File: config.mk
export PLATFORM = sky130hd
export DESIGN_NAME = i2s_rx
export DESIGN_NICKNAME = d
export VERILOG_FILES = /design/src/rtl/i2s_rx.sv
export SDC_FILE = /design/constraint.sdc
export NUM_CORES = 1
export LEC_CHECK = 0
export ABC_AREA = 0
export CAP_MARGIN = 5
export CORE_ASPECT_RATIO = 0.6
export CORE_MARGIN = 3
export CORE_UTILIZATION = 45
export CTS_CLUSTER_DIAMETER = 60
export CTS_CLUSTER_SIZE = 24
export DETAILED_ROUTE_END_ITERATION = 7
export PLACE_DENSITY_LB_ADDON = 0.12
export SETUP_SLACK_MARGIN = 0.5
export SYNTH_ARGS = -nofsm -noshare
export SYNTH_HDL_FRONTEND = slang
export SYNTH_SLANG_ARGS = --single-unit
File: constraint.sdc
create_clock -name clk -period 5.6 [get_ports clk]
set_input_delay 1.68 -clock clk [delete_from_list [all_inputs] [get_ports clk]]
set_output_delay 1.68 -clock clk [all_outputs]
set_load 0.05 [all_outputs]
File: src/rtl/i2s_rx.sv
// i2s_rx: Philips-format I2S receiver, oversampling BCLK/LRCLK/SDATA in the clk domain.
// Delivers MSB-aligned stereo samples with a one-cycle new_data strobe per committed frame.
module i2s_rx #(
  parameter int DATA_W  = 12,
  parameter int CNT_W   = 6,
  parameter int TIMEOUT = 256
) (
  input  logic              clk,
  input  logic              rst,
  input  logic              en,
  input  logic              BCLK,
  input  logic              LRCLK,
  input  logic              SDATA,
  output logic [DATA_W-1:0] audio_L,
  output logic [DATA_W-1:0] audio_R,
  output logic              new_data,
  output logic              locked,
  output logic              frame_err
);

  localparam int IDLE_W = $clog2(TIMEOUT) + 1;

  localparam logic [1:0] ST_IDLE      = 2'd0;
  localparam logic [1:0] ST_WAIT_EDGE = 2'd1;
  localparam logic [1:0] ST_RX        = 2'd2;

  localparam logic [CNT_W:0]    DATA_BITS = (CNT_W+1)'(DATA_W);
  localparam logic [IDLE_W-1:0] IDLE_LAST = IDLE_W'(TIMEOUT - 1);

  logic              bclk_s1_r;
  logic              bclk_s2_r;
  logic              bclk_s3_r;
  logic              lr_s1_r;
  logic              lr_s2_r;
  logic              sd_s1_r;
  logic              sd_s2_r;

  logic [1:0]        state_r;
  logic              lr_last_r;
  logic [CNT_W-1:0]  bit_cnt_r;
  logic [DATA_W-1:0] shreg_r;
  logic [DATA_W-1:0] hold_l_r;
  logic              pend_l_r;
  logic [IDLE_W-1:0] idle_cnt_r;

  logic              bclk_rise_s;
  logic              boundary_s;
  logic              timeout_s;
  logic              capture_s;
  logic              slot_ok_s;
  logic [CNT_W:0]    bits_s;
  logic [DATA_W-1:0] shreg_next_s;
  logic [CNT_W-1:0]  cnt_next_s;
  logic [IDLE_W-1:0] idle_next_s;

  // Two-flop synchronisers on all three pins plus a third BCLK flop for edge detection
  always_ff @(posedge clk) begin
    if (rst) begin
      bclk_s1_r <= 1'b0;
      bclk_s2_r <= 1'b0;
      bclk_s3_r <= 1'b0;
      lr_s1_r   <= 1'b0;
      lr_s2_r   <= 1'b0;
      sd_s1_r   <= 1'b0;
      sd_s2_r   <= 1'b0;
    end else begin
      bclk_s1_r <= BCLK;
      bclk_s2_r <= bclk_s1_r;
      bclk_s3_r <= bclk_s2_r;
      lr_s1_r   <= LRCLK;
      lr_s2_r   <= lr_s1_r;
      sd_s1_r   <= SDATA;
      sd_s2_r   <= sd_s1_r;
    end
  end

  // Edge/boundary detection and next-value arithmetic for the slot datapath
  always_comb begin
    bclk_rise_s = bclk_s2_r & ~bclk_s3_r;
    boundary_s  = bclk_rise_s & (lr_s2_r != lr_last_r);
    timeout_s   = (idle_cnt_r == IDLE_LAST);
    capture_s   = ({1'b0, bit_cnt_r} < DATA_BITS);
    // The boundary bit still belongs to the slot being closed, hence the +1
    bits_s      = {1'b0, bit_cnt_r} + (CNT_W+1)'(1);
    slot_ok_s   = (bits_s >= DATA_BITS);

    if (capture_s) begin
      shreg_next_s = {shreg_r[DATA_W-2:0], sd_s2_r};
    end else begin
      shreg_next_s = shreg_r;
    end

    if (&bit_cnt_r) begin
      cnt_next_s = bit_cnt_r;
    end else begin
      cnt_next_s = bit_cnt_r + CNT_W'(1);
    end

    if (bclk_rise_s) begin
      idle_next_s = {IDLE_W{1'b0}};
    end else begin
      idle_next_s = idle_cnt_r + IDLE_W'(1);
    end
  end

  // Receive FSM, slot deserialiser, frame commit and registered outputs
  always_ff @(posedge clk) begin
    if (rst) begin
      state_r    <= ST_IDLE;
      lr_last_r  <= 1'b0;
      bit_cnt_r  <= {CNT_W{1'b0}};
      shreg_r    <= {DATA_W{1'b0}};
      hold_l_r   <= {DATA_W{1'b0}};
      pend_l_r   <= 1'b0;
      idle_cnt_r <= {IDLE_W{1'b0}};
      audio_L    <= {DATA_W{1'b0}};
      audio_R    <= {DATA_W{1'b0}};
      new_data   <= 1'b0;
      frame_err  <= 1'b0;
      locked     <= 1'b0;
    end else begin
      new_data  <= 1'b0;
      frame_err <= 1'b0;
      if (!en || ((state_r != ST_IDLE) && timeout_s)) begin
        // Disable and loss of BCLK share one exit: drop lock, discard pending, hold outputs
        state_r    <= ST_IDLE;
        locked     <= 1'b0;
        pend_l_r   <= 1'b0;
        shreg_r    <= {DATA_W{1'b0}};
        bit_cnt_r  <= {CNT_W{1'b0}};
        idle_cnt_r <= {IDLE_W{1'b0}};
        lr_last_r  <= lr_s2_r;
      end else begin
        case (state_r)
          ST_IDLE: begin
            state_r    <= ST_WAIT_EDGE;
            locked     <= 1'b0;
            idle_cnt_r <= {IDLE_W{1'b0}};
            lr_last_r  <= lr_s2_r;
          end
          ST_WAIT_EDGE: begin
            idle_cnt_r <= idle_next_s;
            if (bclk_rise_s) begin
              lr_last_r <= lr_s2_r;
            end
            if (boundary_s) begin
              state_r   <= ST_RX;
              locked    <= 1'b1;
              bit_cnt_r <= {CNT_W{1'b0}};
              shreg_r   <= {DATA_W{1'b0}};
              pend_l_r  <= 1'b0;
            end
          end
          ST_RX: begin
            idle_cnt_r <= idle_next_s;
            if (boundary_s) begin
              lr_last_r <= lr_s2_r;
              shreg_r   <= {DATA_W{1'b0}};
              bit_cnt_r <= {CNT_W{1'b0}};
              if (!slot_ok_s) begin
                frame_err <= 1'b1;
                pend_l_r  <= 1'b0;
              end else if (!lr_last_r) begin
                hold_l_r <= shreg_next_s;
                pend_l_r <= 1'b1;
              end else if (pend_l_r) begin
                audio_L  <= hold_l_r;
                audio_R  <= shreg_next_s;
                new_data <= 1'b1;
                pend_l_r <= 1'b0;
              end else begin
                pend_l_r <= 1'b0;
              end
            end else if (bclk_rise_s) begin
              shreg_r   <= shreg_next_s;
              bit_cnt_r <= cnt_next_s;
            end
          end
          default: begin
            state_r <= ST_IDLE;
            locked  <= 1'b0;
          end
        endcase
      end
    end
  end

endmodule
==> flow_metrics.py, run 1 <==
metrics = {
    "clock_tree": {
        "post_cts_buffers": 0,
        "htree_levels": 3,
        "path_clk_slew_ns": 0.05,
        "cts_buffers": 9,
        "cts_tree": "built",
        "cts_sinks": 76,
        "clockBufferDepth": 2,
        "cts_resized": 0,
        "holdBufCountCts": 0,
        "cts_root_buf": "clkbuf_16",
        "clkLatencyLatePin_ns": 0.33,
    },
    "setup_path": {
        "cp_max_fo": 22,
        "slowest_delay_ns": 0.69,
        "crit_type": "input port to register",
        "path_delay_family": "simple AND/OR/NAND/NOR gates",
        "cp_slowest_cell": "or4_2",
        "reg2reg_to": "shreg_r[4]",
        "r2r_setup_slack_ns": 2.98,
        "crit_chain": "clkdlybuf4s50_1, o21ai_0, or2_2, or4_2, nand2_1",
        "crit_start": "en",
        "crit-reg2reg-launch": "locked",
        "arrival_ns": 3.70,
        "critPathCaptureType": "register",
        "cp.required_ns": 5.87,
        "r2r_cells": 6,
        "cp-start-kind": "input port",
        "crit_buf_inv": 1,
    },
    "sta": {
        "finalCritPeriodShare_pct": 61.2,
        "relSlewSlack_pct": 22.5,
        "max_freq_mhz": 292,
        "hold_viol_final": 0,
        "fin_hold_ws_ns": 0.436,
        "rsz0062_at_grt": "no",
        "worstMarginPinSlew_ns": 1.15,
        "setup_violations": 0,
        "fin_crit_ns": 3.43,
        "setup-tns-final_ns": 0,
        "skew_ns": 0.00816,
        "maxSlewViolCount": 0,
    },
    "yosys": {
        "yosysSeqAreaShare_pct": 45.2,
        "yosysUniqueCellTypes": 48,
        "synth_area_per_cell_um2": 9.40,
        "synth_cells": 358,
        "synth_compound_area_share_pct": 10.7,
        "synthAdderAreaFrac_pct": 2.97,
        "yosys.area_share.simple_pct": 22.7,
        "synth_fp_nets": 372,
        "synth_xor_area_share_pct": 2.08,
        "synth_top_family_by_area": "simple AND/OR/NAND/NOR gates",
        "synth.mux.area_fraction_pct": 12.6,
        "ys_ff_latch": 76,
        "yosys_warnings": 0,
        "syn_area_mm2": 0.00337,
    },
    "global_route": {
        "grt_pass1_wl_mm": 11.1,
        "grt_max_degree": 62,
        "grt.total_usage_pct": 16.4,
        "antenna_found_initial": 0,
        "met1_usage_pct": 23.2,
        "grt.busiest_layer": "met1",
        "first_global_vias": 2319,
        "overflow": 0,
        "grtUsageMet2_pct": 23.0,
        "use_met3_pct": 5.65,
    },
    "hold_path": {
        "hold_path.class": "register to register",
        "holdPathStages": 1,
        "hold_end": "sd_s2_r",
        "min-delay-start": "sd_s1_r",
    },
    "layout": {
        "final_cell_mix": "dfxtp_1 (76), nor2b_1 (44), mux2_2 (36)",
        "num_antenna_cells": 0,
        "fin_util_pct": 57.7,
        "drive_above_1_share_pct": 17.8,
        "fill_cells": 638,
        "regArea_mm2": 0.00152,
        "layout_commonest_cell": "dfxtp_1",
        "multi_input_area_mm2": 0.00173,
        "final_nets": 397,
        "area_growth_pct": 19.4,
    },
    "detailed_routing": {
        "initialDrtViolationCount": 165,
        "drc_errors": 0,
        "firstDrtPassIters": 4,
        "antenna_left": 0,
        "vias_per_cell": 5.08,
        "wl_mm": 6.53,
        "routedWlPerCell_um": 13.4,
        "via_count": 2477,
    },
    "power_and_ir_drop": {
        "power_density_mw_per_mm2": 278,
        "peakVddDrop_uv": 163,
        "p_leak_nw": 1.52,
        "power.total_mw": 1.12,
    },
    "status": {
        "status": "complete, no violations",
    },
    "floorplan": {
        "fp.dieW_um": 118,
        "core_mm2": 0.00696,
        "start_util_pct": 48.3,
        "die_h_um": 73,
        "dieArea_mm2": 0.00859,
        "io_pins": 33,
        "rows": 23,
    },
    "place": {
        "gp_congestion": 0.789,
        "dp_hpwl_mm": 4.30,
        "numPortBuffers": 32,
    },
    "flow_run": {
        "max_cap_violations": 0,
    },
}
-- cells in the mapped netlist (all sizes together) --
cell | count | share of area, %
dfxtp | 76 | 45
nor2b | 44 | 8.2
mux2 | 36 | 12
nand2 | 35 | 3.9
nor2 | 32 | 3.8
a21oi | 25 | 3.7
clkbuf | 12 | 1.4
a22oi | 11 | 2.5
buf | 8 | 1.4
ha | 8 | 3.0
inv | 8 | 0.89
nand3 | 8 | 1.2
nor3 | 7 | 1.0
o21ai | 6 | 1.1
xor2 | 6 | 1.6
nand4 | 4 | 0.74
and3 | 3 | 0.56
or2 | 3 | 0.63
a211o | 2 | 0.56
a211oi | 2 | 0.82
and2 | 2 | 0.41
mux2i | 2 | 0.59
or3 | 2 | 0.37
or4 | 2 | 0.48
xnor2 | 2 | 0.52
a21o | 1 | 0.22
a31oi | 1 | 0.19
a32o | 1 | 0.30
and3b | 1 | 0.26
and4 | 1 | 0.26
nand2b | 1 | 0.19
nand4b | 1 | 0.45
nor3b | 1 | 0.22
o21bai | 1 | 0.22
o22ai | 1 | 0.19
o311ai | 1 | 0.48
o32ai | 1 | 0.48
-- power breakdown --
group / internal [mW] / total (mW) / switching, mW
Sequential: 0.544 / 0.546 / 0.00161
Combinational: 0.00890 / 0.0277 / 0.0188
Clock: 0.334 / 0.547 / 0.213
-- kinds of logic after synthesis --
family,count (synthesis)
AND/OR/NAND/NOR,147
flip-flops,76
AO/OA/AOI/OAI,53
multiplexers,38
buffers and inverters,28
XOR/XNOR,8
adder cells (fa/ha/maj),8
-- per-layer routing --
layer  share of wire (%)  vias to the layer above
met5                   0                        -
met4                0.70                        0
met3                 6.8                        6
met2                  40                       66
met1                  53                     1136
li1                    -                     1269
-- final cells by class --
type | count | share of cell area (%)
multi-input combinational | 254 | 42.9
sequential | 76 | 37.8
timing repair buffer | 34 | 8.21
clock buffer | 12 | 6.63
tap | 100 | 3.11
inverter | 8 | 0.747
clock inverter | 4 | 0.560
-- state kept, by name, summed over array words and instances, names as in the netlist --
| register | flops |
|---|---|
| pend_l_r | 1 |
| frame_err | 1 |
| lr_s2_r | 1 |
| bit_cnt_r | 6 |
| locked | 1 |
| bclk_s2_r | 1 |
| hold_l_r | 12 |
| lr_s1_r | 1 |
| sd_s2_r | 1 |
| new_data | 1 |
| state_r | 1 |
| shreg_r | 12 |
| idle_cnt_r | 9 |
| lr_last_r | 1 |
| sd_s1_r | 1 |
| audio_L | 12 |
| bclk_s3_r | 1 |
| audio_R | 12 |
| bclk_s1_r | 1 |
-- stage by stage --
| stage | setup WS, ns | cells | cell area [um2] |
|---|---|---|---|
| floorplan | 2.62 | 358 | 3370 |
| global placement | 1.89 | 472 | 3730 |
| detailed placement | 1.84 | 472 | 3730 |
| CTS | 2.19 | 488 | 4020 |
| global route | 2.06 | 488 | 4020 |
| finish | 2.17 | 488 | 4020 |
-- worst max path at each step --
stage	cells past startpoint	slack (ns)	to
floorplan	4	2.62	bit_cnt_r[0]
global placement	5	1.89	bit_cnt_r[0]
detailed placement	5	1.84	bit_cnt_r[0]
CTS	5	2.19	bit_cnt_r[0]
global route	5	2.06	bit_cnt_r[0]
finish	5	2.17	bit_cnt_r[0]
-- worst reg2reg max path, cell delays in order, from the launching register on --
cell     delay, ns
dfxtp_1       0.41
ha_1          0.39
nor2_1        0.18
a211o_2       0.38
nor3_1        0.89
a22oi_1       0.16
nor2_1        0.14
No activity file was read; power rests on OpenSTA's default activity.
==> run 2, diff against run 1 <==
clock period = 3.6 ns   (was 5.6 ns; I/O delays follow)
==> run 2 against run 1 <==
  * Critical path depth is 4 lower
  * Cell count is 0.82% higher
  * Combinational power is 63% higher
  * Clock-buffer cell count is 2 lower
==> flow_metrics.py, run 2 (same netlist as run 1, synthesis figures left out) <==
metrics = {
    "status": {
        "status": "complete, no violations",
    },
    "layout": {
        "final_cell_mix": "dfxtp_1 (76), nor2b_1 (44), mux2_2 (36)",
        "fin_util_pct": 58.6,
        "drive_above_1_share_pct": 18.4,
        "design_area_mm2": 0.00408,
        "area_growth_pct": 21.3,
        "layout_commonest_cell": "dfxtp_1",
        "num_antenna_cells": 0,
        "final_nets": 401,
    },
    "hold_path": {
        "holdPathStages": 1,
        "hold_path.class": "register to register",
        "hold_end": "bclk_s2_r",
        "min-delay-start": "bclk_s1_r",
    },
    "setup_path": {
        "reg2reg_to": "audio_L[3]",
        "crit_chain": "clkdlybuf4s50_1",
        "r2r_setup_slack_ns": 1.03,
        "cp_slowest_cell": "clkdlybuf4s50_1",
        "critPathCaptureType": "output pin",
        "crit_buf_inv": 1,
        "cp-start-kind": "register",
        "cp_max_fo": 5,
        "arrival_ns": 1.58,
        "crit_start": "locked",
        "cp.required_ns": 2.52,
        "slowest_delay_ns": 0.84,
        "crit-reg2reg-launch": "idle_cnt_r[2]",
        "r2r_cells": 10,
        "path_delay_family": "buffers and inverters",
        "crit_type": "register to output pin",
    },
    "flow_run": {
        "max_cap_violations": 0,
    },
    "clock_tree": {
        "holdBufCountCts": 0,
        "post_cts_buffers": 0,
        "clockBufferDepth": 2,
        "cts_buffers": 9,
        "cts_tree": "built",
        "cts_root_buf": "clkbuf_16",
        "path_clk_slew_ns": 0.06,
        "htree_levels": 3,
        "cts_resized": 0,
        "cts_sinks": 76,
        "clkLatencyLatePin_ns": 0.33,
    },
    "sta": {
        "finalCritPeriodShare_pct": 73.8,
        "hold_viol_final": 0,
        "relSlewSlack_pct": 55.3,
        "skew_ns": 0.00413,
        "maxSlewViolCount": 0,
        "worstMarginPinSlew_ns": 0.663,
        "setup-tns-final_ns": 0,
        "fin_crit_ns": 2.66,
        "max_freq_mhz": 377,
        "setup_violations": 0,
        "rsz0062_at_grt": "no",
    },
    "floorplan": {
        "rows": 23,
        "die_h_um": 73,
        "fp.dieW_um": 118,
        "start_util_pct": 48.3,
        "io_pins": 33,
        "dieArea_mm2": 0.00859,
        "core_mm2": 0.00696,
    },
    "detailed_routing": {
        "via_count": 2480,
        "wl_mm": 6.71,
        "antenna_left": 0,
        "routedWlPerCell_um": 13.6,
        "drc_errors": 0,
        "firstDrtPassIters": 4,
        "vias_per_cell": 5.04,
        "initialDrtViolationCount": 166,
    },
    "power_and_ir_drop": {
        "power_density_mw_per_mm2": 459,
        "p_leak_nw": 1.55,
        "clkPwrFrac_pct": 52.3,
        "internal-power_mw": 1.49,
        "p_comb_share_pct": 2.4,
        "peakVddDrop_uv": 301,
        "swShare_pct": 20.6,
        "p_switching_uw": 387,
        "pwr-share-seq_pct": 45.3,
    },
    "global_route": {
        "overflow": 0,
        "grt.total_usage_pct": 17.1,
        "grt_max_degree": 60,
        "first_global_vias": 2363,
        "grt_pass1_wl_mm": 11.6,
        "antenna_found_initial": 0,
    },
    "place": {
        "dp_hpwl_mm": 4.35,
        "numPortBuffers": 32,
        "gp_congestion": 0.756,
        "place_area_mm2": 0.00376,
    },
}
==> run 2: layout make-up <==
cell class	count	area [um2]
clock buffers	10	239
multi-input cells	254	1720
repair buffers	38	360
fillers	663	2880
inverters	8	30.0
well taps	100	125
clock inverters	6	86.3
flip-flops and latches	76	1520
==> run 2: metrics by stage <==
stage	setup slack (ns)	cells	total power, mW	hold slack [ns]
floorplan	1.22	358	0.898	0.414
global placement	0.669	476	0.912	0.427
detailed placement	0.602	476	0.913	0.425
CTS	0.916	492	1.89	0.434
global route	0.788	492	1.95	0.453
finish	0.945	492	1.87	0.434
==> run 2: worst reg2reg max path, delay by kind of cell, from the launching register on <==
family / cells / cell delay, ns
AO/OA/AOI/OAI: 1 / 0.52
flip-flops: 1 / 0.37
adder cells (fa/ha/maj): 1 / 0.16
buffers and inverters: 2 / 0.33
multiplexers: 1 / 0.40
AND/OR/NAND/NOR: 5 / 0.66
==> run 2: power by group through the flow <==
| stage | Sequential (mW) | Combinational [mW] | Clock (mW) |
|---|---|---|---|
| after CTS | 0.848 | 0.0457 | 1.00 |
| after global routing | 0.848 | 0.0504 | 1.05 |
| after global placement | 0.867 | 0.0452 | 0 |
| after detailed placement | 0.867 | 0.0457 | 0 |
| final | 0.848 | 0.0451 | 0.980 |
| after floorplan | 0.866 | 0.0316 | 0 |
==> run 2: how the worst max path moves through the flow <==
stage | endpoint | slack, ns | cells past startpoint
6_report | locked | 0.94 | 1
5_1_grt | audio_L[5] | 0.79 | 10
4_1_cts | locked | 0.92 | 1
3_5_place_dp | hold_l_r[2] | 0.60 | 5
3_3_place_gp | hold_l_r[2] | 0.67 | 5
2_1_floorplan | bit_cnt_r[0] | 1.22 | 4
==> run 2: per-layer routing <==
metal	wire, um	vias up	share of wire, %	global-route usage [%]
li1	-	1276	-	-
met1	3830	1154	57	25.3
met2	2530	43	38	22.9
met3	275	7	4.1	6.27
met4	76	0	1.1	5.45
met5	0	-	0	0
